$ cat config.mk
export PLATFORM = sky130hd
export DESIGN_NAME = seven_segment_scheduler
export DESIGN_NICKNAME = d
export VERILOG_FILES = /design/src/rtl/seven_segment_scheduler.sv
export SDC_FILE = /design/constraint.sdc
export NUM_CORES = 1
export LEC_CHECK = 0
export CAP_MARGIN = 20
export CORE_ASPECT_RATIO = 0.8
export CORE_MARGIN = 3
export CORE_UTILIZATION = 54
export CTS_BUF_LIST = sky130_fd_sc_hd__clkbuf_4 sky130_fd_sc_hd__clkbuf_8 sky130_fd_sc_hd__clkbuf_16
export DETAILED_ROUTE_END_ITERATION = 10
export GPL_ROUTABILITY_DRIVEN = 0
export GPL_TIMING_DRIVEN = 0
export HOLD_SLACK_MARGIN = 0.1
export MAX_ROUTING_LAYER = met4
export PLACE_DENSITY = 0.92
export SLEW_MARGIN = 10
export SYNTH_ARGS = -nofsm -noshare
export SYNTH_HDL_FRONTEND = slang
export SYNTH_SLANG_ARGS = --single-unit
export TNS_END_PERCENT = 1
$ cat constraint.sdc
create_clock -name clk -period 3 [get_ports clk]
set_input_delay 0.45 -clock clk [delete_from_list [all_inputs] [get_ports clk]]
set_output_delay 0.45 -clock clk [all_outputs]
set_load 0.02 [all_outputs]
$ cat src/rtl/seven_segment_scheduler.sv
// seven_segment_scheduler
//   Time-shares one seven-segment display between NUM_SRC requesters. Each
//   source owns a one-frame slot (digits, points, loaded flag). Loaded slots
//   are shown in round-robin order for DWELL_CYCLES clocks each. A new frame
//   written to the source on display is pushed out immediately. Every frame
//   change is announced with a one-cycle seven_segment_tvalid strobe.
//
// Ports
//   clk                   rising-edge clock
//   rst_n                 asynchronous active-low reset
//   s_tvalid/s_tready     per-source frame handshake (ready is high out of reset)
//   s_tdata               source i digits at [i*NUM_SEGMENTS*4 +: NUM_SEGMENTS*4]
//   s_tuser               source i points at [i*NUM_SEGMENTS +: NUM_SEGMENTS]
//   src_clear             per-source request to drop its slot
//   hold                  freeze rotation on the current source
//   seven_segment_tvalid  frame-update strobe
//   seven_segment_tdata   displayed digits
//   seven_segment_tuser   displayed points
//   active_src            index of the source on display
module seven_segment_scheduler #(
  parameter int NUM_SEGMENTS = 8,
  parameter int NUM_SRC      = 4,
  parameter int DWELL_CYCLES = 50000000
) (
  input  logic                              clk,
  input  logic                              rst_n,
  input  logic [NUM_SRC-1:0]                s_tvalid,
  output logic [NUM_SRC-1:0]                s_tready,
  input  logic [NUM_SRC*NUM_SEGMENTS*4-1:0] s_tdata,
  input  logic [NUM_SRC*NUM_SEGMENTS-1:0]   s_tuser,
  input  logic [NUM_SRC-1:0]                src_clear,
  input  logic                              hold,
  output logic                              seven_segment_tvalid,
  output logic [NUM_SEGMENTS*4-1:0]         seven_segment_tdata,
  output logic [NUM_SEGMENTS-1:0]           seven_segment_tuser,
  output logic [$clog2(NUM_SRC)-1:0]        active_src
);

  localparam int FRAME_W = NUM_SEGMENTS * 4;
  localparam int SRC_W   = $clog2(NUM_SRC);
  localparam int CNT_W   = $clog2(DWELL_CYCLES);
  localparam logic [CNT_W-1:0] CNT_MAX = CNT_W'(DWELL_CYCLES - 1);

  typedef enum logic [1:0] {IDLE, SHOW, NEXT} state_t;

  state_t                               state_q, state_d;
  logic [NUM_SRC-1:0]                   loaded_q, loaded_d;
  logic [NUM_SRC-1:0][FRAME_W-1:0]      data_q;
  logic [NUM_SRC-1:0][NUM_SEGMENTS-1:0] user_q;
  logic [CNT_W-1:0]                     cnt_q, cnt_d;
  logic [SRC_W-1:0]                     act_q, act_d;
  logic                                 tvalid_q, tvalid_d;
  logic [FRAME_W-1:0]                   tdata_q, tdata_d;
  logic [NUM_SEGMENTS-1:0]              tuser_q, tuser_d;
  logic                                 upd_q, upd_d;
  logic [NUM_SRC-1:0]                   wr;
  logic                                 low_hit, rr_hit;
  logic [SRC_W-1:0]                     low_idx, rr_idx;

  assign s_tready = {NUM_SRC{rst_n}};
  assign wr       = s_tvalid & s_tready;

  // A write beats a simultaneous clear on the same slot.
  assign loaded_d = (loaded_q & ~src_clear) | wr;

  // Slot frame storage; only ever read while its loaded flag is set.
  always_ff @(posedge clk) begin
    for (int i = 0; i < NUM_SRC; i++) begin
      if (wr[i]) begin
        data_q[i] <= s_tdata[i*FRAME_W +: FRAME_W];
        user_q[i] <= s_tuser[i*NUM_SEGMENTS +: NUM_SEGMENTS];
      end
    end
  end

  function automatic logic [SRC_W-1:0] rr_pos(input logic [SRC_W-1:0] base, input int off);
    int s;
    s = int'(base) + off;
    if (s >= NUM_SRC) s = s - NUM_SRC;
    return SRC_W'(s);
  endfunction

  // Lowest-index loaded slot, used when leaving IDLE.
  always_comb begin
    low_hit = |loaded_q;
    low_idx = '0;
    for (int i = NUM_SRC - 1; i >= 0; i--) begin
      if (loaded_q[i]) low_idx = SRC_W'(i);
    end
  end

  // Round-robin search from act_q+1, wrapping back to act_q itself. Scanning
  // offsets downward lets the nearest hit overwrite any farther one.
  always_comb begin
    rr_hit = 1'b0;
    rr_idx = act_q;
    for (int off = NUM_SRC; off >= 1; off--) begin
      if (loaded_q[rr_pos(act_q, off)]) begin
        rr_hit = 1'b1;
        rr_idx = rr_pos(act_q, off);
      end
    end
  end

  always_comb begin
    state_d  = state_q;
    cnt_d    = cnt_q;
    act_d    = act_q;
    tvalid_d = 1'b0;
    tdata_d  = tdata_q;
    tuser_d  = tuser_q;
    case (state_q)
      IDLE: begin
        if (low_hit) begin
          state_d  = SHOW;
          act_d    = low_idx;
          cnt_d    = '0;
          tvalid_d = 1'b1;
          tdata_d  = data_q[low_idx];
          tuser_d  = user_q[low_idx];
        end
      end
      SHOW: begin
        // A dropped slot or an expired dwell both move on; either one
        // outranks a pending live update.
        if (!loaded_q[act_q]) begin
          state_d = NEXT;
        end else if ((cnt_q == CNT_MAX) && !hold) begin
          state_d = NEXT;
        end else begin
          cnt_d = (cnt_q == CNT_MAX) ? '0 : cnt_q + 1'b1;
          if (upd_q) begin
            tvalid_d = 1'b1;
            tdata_d  = data_q[act_q];
            tuser_d  = user_q[act_q];
          end
        end
      end
      NEXT: begin
        if (rr_hit) begin
          state_d  = SHOW;
          act_d    = rr_idx;
          cnt_d    = '0;
          tvalid_d = 1'b1;
          tdata_d  = data_q[rr_idx];
          tuser_d  = user_q[rr_idx];
        end else begin
          state_d = IDLE;
        end
      end
      default: state_d = IDLE;
    endcase
    // Live update is armed only by a write that lands while the same source
    // stays on display; a frame written as it is being rotated away waits
    // in its slot for the next turn.
    upd_d = (state_q == SHOW) && (state_d == SHOW) && wr[act_q];
  end

  always_ff @(posedge clk or negedge rst_n) begin
    if (!rst_n) begin
      state_q  <= IDLE;
      loaded_q <= '0;
      cnt_q    <= '0;
      act_q    <= '0;
      tvalid_q <= 1'b0;
      tdata_q  <= '0;
      tuser_q  <= '0;
      upd_q    <= 1'b0;
    end else begin
      state_q  <= state_d;
      loaded_q <= loaded_d;
      cnt_q    <= cnt_d;
      act_q    <= act_d;
      tvalid_q <= tvalid_d;
      tdata_q  <= tdata_d;
      tuser_q  <= tuser_d;
      upd_q    <= upd_d;
    end
  end

  assign seven_segment_tvalid = tvalid_q;
  assign seven_segment_tdata  = tdata_q;
  assign seven_segment_tuser  = tuser_q;
  assign active_src           = act_q;

endmodule

======== Word-level counts from Yosys, hierarchy flattened ========
Cells that the tools add are included.
cells by class
  $add $sub $neg .......................... 9
  order comparisons ....................... 11
  equality and inequality tests ........... 9
  multiplexer cells ....................... 72
  bitwise logic cells ..................... 4
  reductions and logical operators ........ 11
operators with widths
  kind                                                                   number
  32-bit two-way mux                                                     8
  32-bit binary-select mux with 2-bit select                             3
  26-bit two-way mux                                                     5
  32-bit case mux with 3 select lines                                    1
  26-bit case mux with 3 select lines                                    1
  8-bit two-way mux                                                      8
  8-bit binary-select mux with 2-bit select                              3
  2-bit two-way mux                                                      17
  26-bit by 1-bit adder with 26-bit output (second input constant)       1
  26-bit == test (second input constant)                                 1
  8-bit case mux with 3 select lines                                     1
  2-bit by 3-bit < comparator with 1-bit output (second input constant)  7
  1-bit two-way mux                                                      16
  1-bit binary-select mux with 2-bit select                              6
  2-bit != test (second input constant)                                  5
  3-bit greater-or-equal comparator (second input constant)              3
  4-bit bitwise AND                                                      2
  2-bit by 1-bit subtractor with 2-bit output (second input constant)    4
  2-bit by 2-bit adder with 3-bit output (second input constant)         2
  2-bit case mux with 3 select lines                                     1
  6-bit AND reduction                                                    1
  5-bit AND reduction                                                    1
  2-bit by 3-bit adder with 4-bit output (second input constant)         1
  2-bit by 1-bit == test with 1-bit output (second input constant)       2
  other kinds (14)                                                       16
word-level totals
  register bits ........................... 236
  input port bits ......................... 171
  word-level logic and storage cells ...... 132

======== Depth between registers and ports, before layout ========
  depth after elaboration ................. 14
  depth in mapped cells ................... 12

======== Worst setup path before layout ========
OpenSTA, ideal clock, no wires.
  path type ............................... reg2reg
  start ................................... register act_q[0] (netlist: active_src[0])
  end ..................................... register tdata_q[15] (netlist: seven_segment_tdata[15])
  data arrival time ....................... 2.288 ns
  data required time ...................... 2.871 ns
  setup slack ............................. 0.584 ns
  cell stages (with the launch flop) ...... 11
  path buffers ............................ 4
  clock period less this slack ............ 2.416 ns
  cell sequence ........................... dfrtp_1 > mux4_2 > o2111a_1 > o31a_1 > buf_6 > or2_1 > buf_2 > buf_6 > buf_6 > mux2i_1 > o21ai_1
between the ends
  longest elaborated chain between the ends .. 13
  elaborated cells on any way between the ends .. 46
  those cells by class .................... add/sub: 8; order compare: 4; eq/ne: 2; mux: 31; reduce/logical: 1
ends and longest elaborated chain
  item                                                                                                                                line  RTL
  start, declared                                                                                                                     51    logic [SRC_W-1:0] act_q, act_d;
  start signal, assigned                                                                                                              173   act_q <= act_d;
  2-bit by 3-bit adder with 4-bit output                                                                                              78    s = int'(base) + off;
  4-bit by 3-bit greater-or-equal comparator with 1-bit output / 2-bit by 1-bit subtractor with 2-bit output (equally long branches)  79    if (s >= NUM_SRC) s = s - NUM_SRC;
  2-bit two-way mux                                                                                                                   79
  1-bit binary-select mux with 2-bit select                                                                                           98    if (loaded_q[rr_pos(act_q, off)]) begin
  1-bit two-way mux (not written as such)                                                                                             98
  2-bit two-way mux (4 in a row)                                                                                                      98
  32-bit binary-select mux with 2-bit select                                                                                          145   tdata_d = data_q[rr_idx];
  32-bit two-way mux (not written as such)                                                                                            145
  32-bit two-way mux                                                                                                                  140   if (rr_hit) begin
  32-bit case mux with 3 select lines                                                                                                 112   case (state_q)
  end signal, assigned                                                                                                                175   tdata_q <= tdata_d;
  end, declared                                                                                                                       53    logic [FRAME_W-1:0] tdata_q, tdata_d;
Several ways; a longest one is shown, not always the timed one. The select of a mux whose other input is x is not followed.
A chain may end at the register's enable or synchronous reset.

======== Final worst setup path ========
  start ................................... register act_q[0] (netlist: active_src[0])
  end ..................................... register tdata_q[10] (netlist: seven_segment_tdata[10])
Same word-level chain as after synthesis.

==> metrics <==
launching element of the worst setup path=active_src[0]; Clock Pin Slew Worst Setup and Hold Paths=~0.06 ns; post-layout utilization of the core=0.7155; Synth area leaders=edfxtp_1 37%, dfrtp_1 15%, mux4_2 14%; post-detailed-placement cell area=roughly 15000 um2; start-to-end type of the worst setup path=register to register; number of nets with antenna violations after detailed routing=0; R2R setup slack=-0.05 ns; clock latency of the later-clocked register in the worst-skew pair=between 0.5 and 0.6 ns; Clock Sink Count=between 200 and 250; Fin Setup TNS=-0.07223 ns; half-perimeter wire length after placement=around 29000 um; final worst setup slack=-0.05055 ns; count of buffers added by post-CTS timing repair for setup=0; count of pins on the block boundary=218; number of violations reported at the end of detailed-routing iteration 0=between 2000 and 2500; outcome=complete, but fails checks; Arr. time, crit path=roughly 3.5 ns; overall via count from detail_route=11630; synthesized netlist cell count=~1000; total wirelength of the detailed-routed design=~44000 um; wire length of the first global-routing pass=66120 um; Die Area=25630 um2; Post-synth EDFFs=160; Fmax achieved=roughly 330 MHz; commonest cells after routing, fill and taps aside=216 x clkdlybuf4s50_1, 160 x edfxtp_1, 125 x nand2_1, 82 x mux4_2, 76 x dfrtp_1; failing checks=negative setup slack; Port Buffers=about 220; buffer type at the clock tree root=clkbuf_16; count of final max-slew check failures=0; Worst Setup Slack post-DPL=between 0.008 and 0.009 ns; CP Max Fanout=10; share of synthesized area occupied by flip-flops and latches=0.5232; part of the cycle the worst path needs=1.017; most common cell after layout, fill and taps aside=clkdlybuf4s50_1; number of global-route vias before repair=about 12000; Yosys top cell by area=edfxtp_1; max-cap viol count=0; remaining design rule violation count=0; final total power=15.26 mW; total setup violations reported at the end of the flow=2; number of iterations in the first detailed-routing pass=6; overall routing resource usage=0.3494; Post-Route Skew=0.02392 ns; via count normalized by instance count=between 7 and 8; layout filler cell count=~1400; fraction of layout cells with a size suffix above 1=0.1348; power per cell area=a little over 900 nW/um2; buffer levels on the longest clock path=3; fin cells=approximately 1600; launching element type of the critical path=register; total count of hold-check failures in the final report=0; pin count of the biggest net entering global routing=63; Placeable Area=roughly 23000 um2; Initial Util=0.5605; Post-Synthesis Net Count=between 1000 and 1500; Req. time, crit path=3.44 ns; share of async-settable or async-resettable flops after synthesis=0.3220; top_reg_cell synth=edfxtp_1; beginning of the worst register-to-register path=active_src[0]; Post-Place Cells=approximately 1600; Worst R2R End=seven_segment_tdata[10]; Slew HR=0.3917; number of distinct library cells after synthesis=56; area share of the largest cell type after synthesis=0.3748; Reg2Reg Depth=7; H-tree Lvls=1; layout-stage area growth over the synthesis result=27.64%; IR Drop Worst-Case VDD=roughly 0.54 mV; horizontal die dimension=around 180 um; Synth warnings=0; setup repair after global routing missed its margin=yes; antenna violations before repair=0; NumNets Final=between 1000 and 1500; CTS buffer count=24; routed wire length per instance=approximately 27 um; global-route met1 utilization=0.4206; met2 global-route usage=0.5309; Chip Height=143.8 um; mean cell area of the mapped netlist=12.25 um2; # rows=49; endpoint of the most critical setup path=seven_segment_tdata[10]; post-synthesis instance area=12820 um2; hold slack=0.3601 ns; fin crit period=roughly 3.1 ns; crit end category=register; met3 usage in global routing=0.1012; kind of path behind the tightest hold check=input port to async pin; Remaining Overflow, GRT=0; final std cell area, no fill=between 15000 and 20000 um2; leakage component of the power=between 5 and 6 nW; number of synthesized register bits=~240; actual transition at the worst max-transition pin=just over 0.9 ns; most heavily used metal layer in global routing=met2; CTS tree=yes
==> per-layer routing <==
layer | part of all wire | vias to the layer above
met5 | 0 | -
met4 | 0.079 | 0
met3 | 0.14 | 401
met2 | 0.45 | 1272
met1 | 0.32 | 5387
li1 | - | 4570
==> synth_stat cells, drive strengths merged (5+ instances only) <==
| cell type | n |
|---|---|
| nand3 | 11 |
| buf | 29 |
| and2 | 5 |
| dfrtp | 76 |
| ha | 5 |
| nand4 | 33 |
| nand2 | 126 |
| inv | 16 |
| a221o | 18 |
| a211oi | 23 |
| nand2b | 7 |
| nor3 | 23 |
| o31ai | 29 |
| edfxtp | 160 |
| nor2 | 42 |
| a21boi | 20 |
| xor2 | 6 |
| mux2i | 46 |
| clkbuf | 65 |
| and3 | 7 |
| a31oi | 22 |
| nor2b | 26 |
| mux4 | 82 |
| a21oi | 47 |
| a21o | 38 |
| o21ai | 47 |
==> report_power, final <==
part,switching [mW],total [mW],internal (mW)
combinational,4.61,7.58,2.98
sequential,0.452,4.47,4.02
clock,1.32,3.20,1.88
==> layout make-up <==
| type | count | area [um2] | area share |
|---|---|---|---|
| diodes | 2 | 5.005 | 0.0003059 |
| plain buffers | 94 | 427.9 | 0.02615 |
| clock buffers | 33 | 693.2 | 0.04236 |
| clock inverters | 11 | 145.1 | 0.008871 |
| inverters | 16 | 60.06 | 0.003671 |
| multi-input cells | 700 | 5647 | 0.3451 |
| flip-flops and latches | 236 | 6706 | 0.4099 |
| well taps | 306 | 382.9 | 0.02340 |
| repair buffers | 223 | 2295 | 0.1402 |
==> worst max-delay path, cell delays in order (launching register included) <==
cell      delay, ns
dfrtp_1        0.48
buf_2          0.31
mux2i_1        0.15
a221oi_2       0.80
clkbuf_1       0.52
a21oi_1        0.13
a221o_1        0.35
a31oi_1        0.21
==> sequential cells by signal, indices dropped and copies added (netlist names) <==
| signal | count |
|---|---|
| data_q | 128 |
| seven_segment_tdata | 32 |
| user_q | 32 |
| cnt_q | 26 |
| seven_segment_tuser | 8 |
| loaded_q | 4 |
| active_src | 2 |
| state_q | 2 |
| seven_segment_tvalid | 1 |
| upd_q | 1 |
==> worst min-delay path by stage <==
stage,start,to,slack [ns],depth (start not counted)
2_1_floorplan,rst_n,active_src[0],0.15,0
3_3_place_gp,cnt_q[3],cnt_q[3],0.48,1
3_5_place_dp,rst_n,cnt_q[0],0.37,1
4_1_cts,rst_n,cnt_q[0],0.37,2
5_1_grt,rst_n,cnt_q[0],0.38,2
6_report,rst_n,cnt_q[3],0.36,2
==> kinds of logic (layout without fill, tap and decap cells) <==
logic type      after synthesis  after routing  synth area share
compound gates              265            265            0.1405
xor+xnor                      6              6          0.004100
fa+ha+maj                     5              5          0.004880
buf+inv                     110            377           0.03738
flops                       236            236            0.5232
mux                         128            128            0.1800
other cells                   0              2                 0
simple gates                296            296            0.1100
==> repair_timing <==
action                                  in CTS  in global routing
hold endpoints to repair                    18                  0
endpoints found under the setup margin      29                 58
hold buffers                                 1                  0
resized for setup                            2                 14
Note: power is estimated with default switching activity, not from simulation.
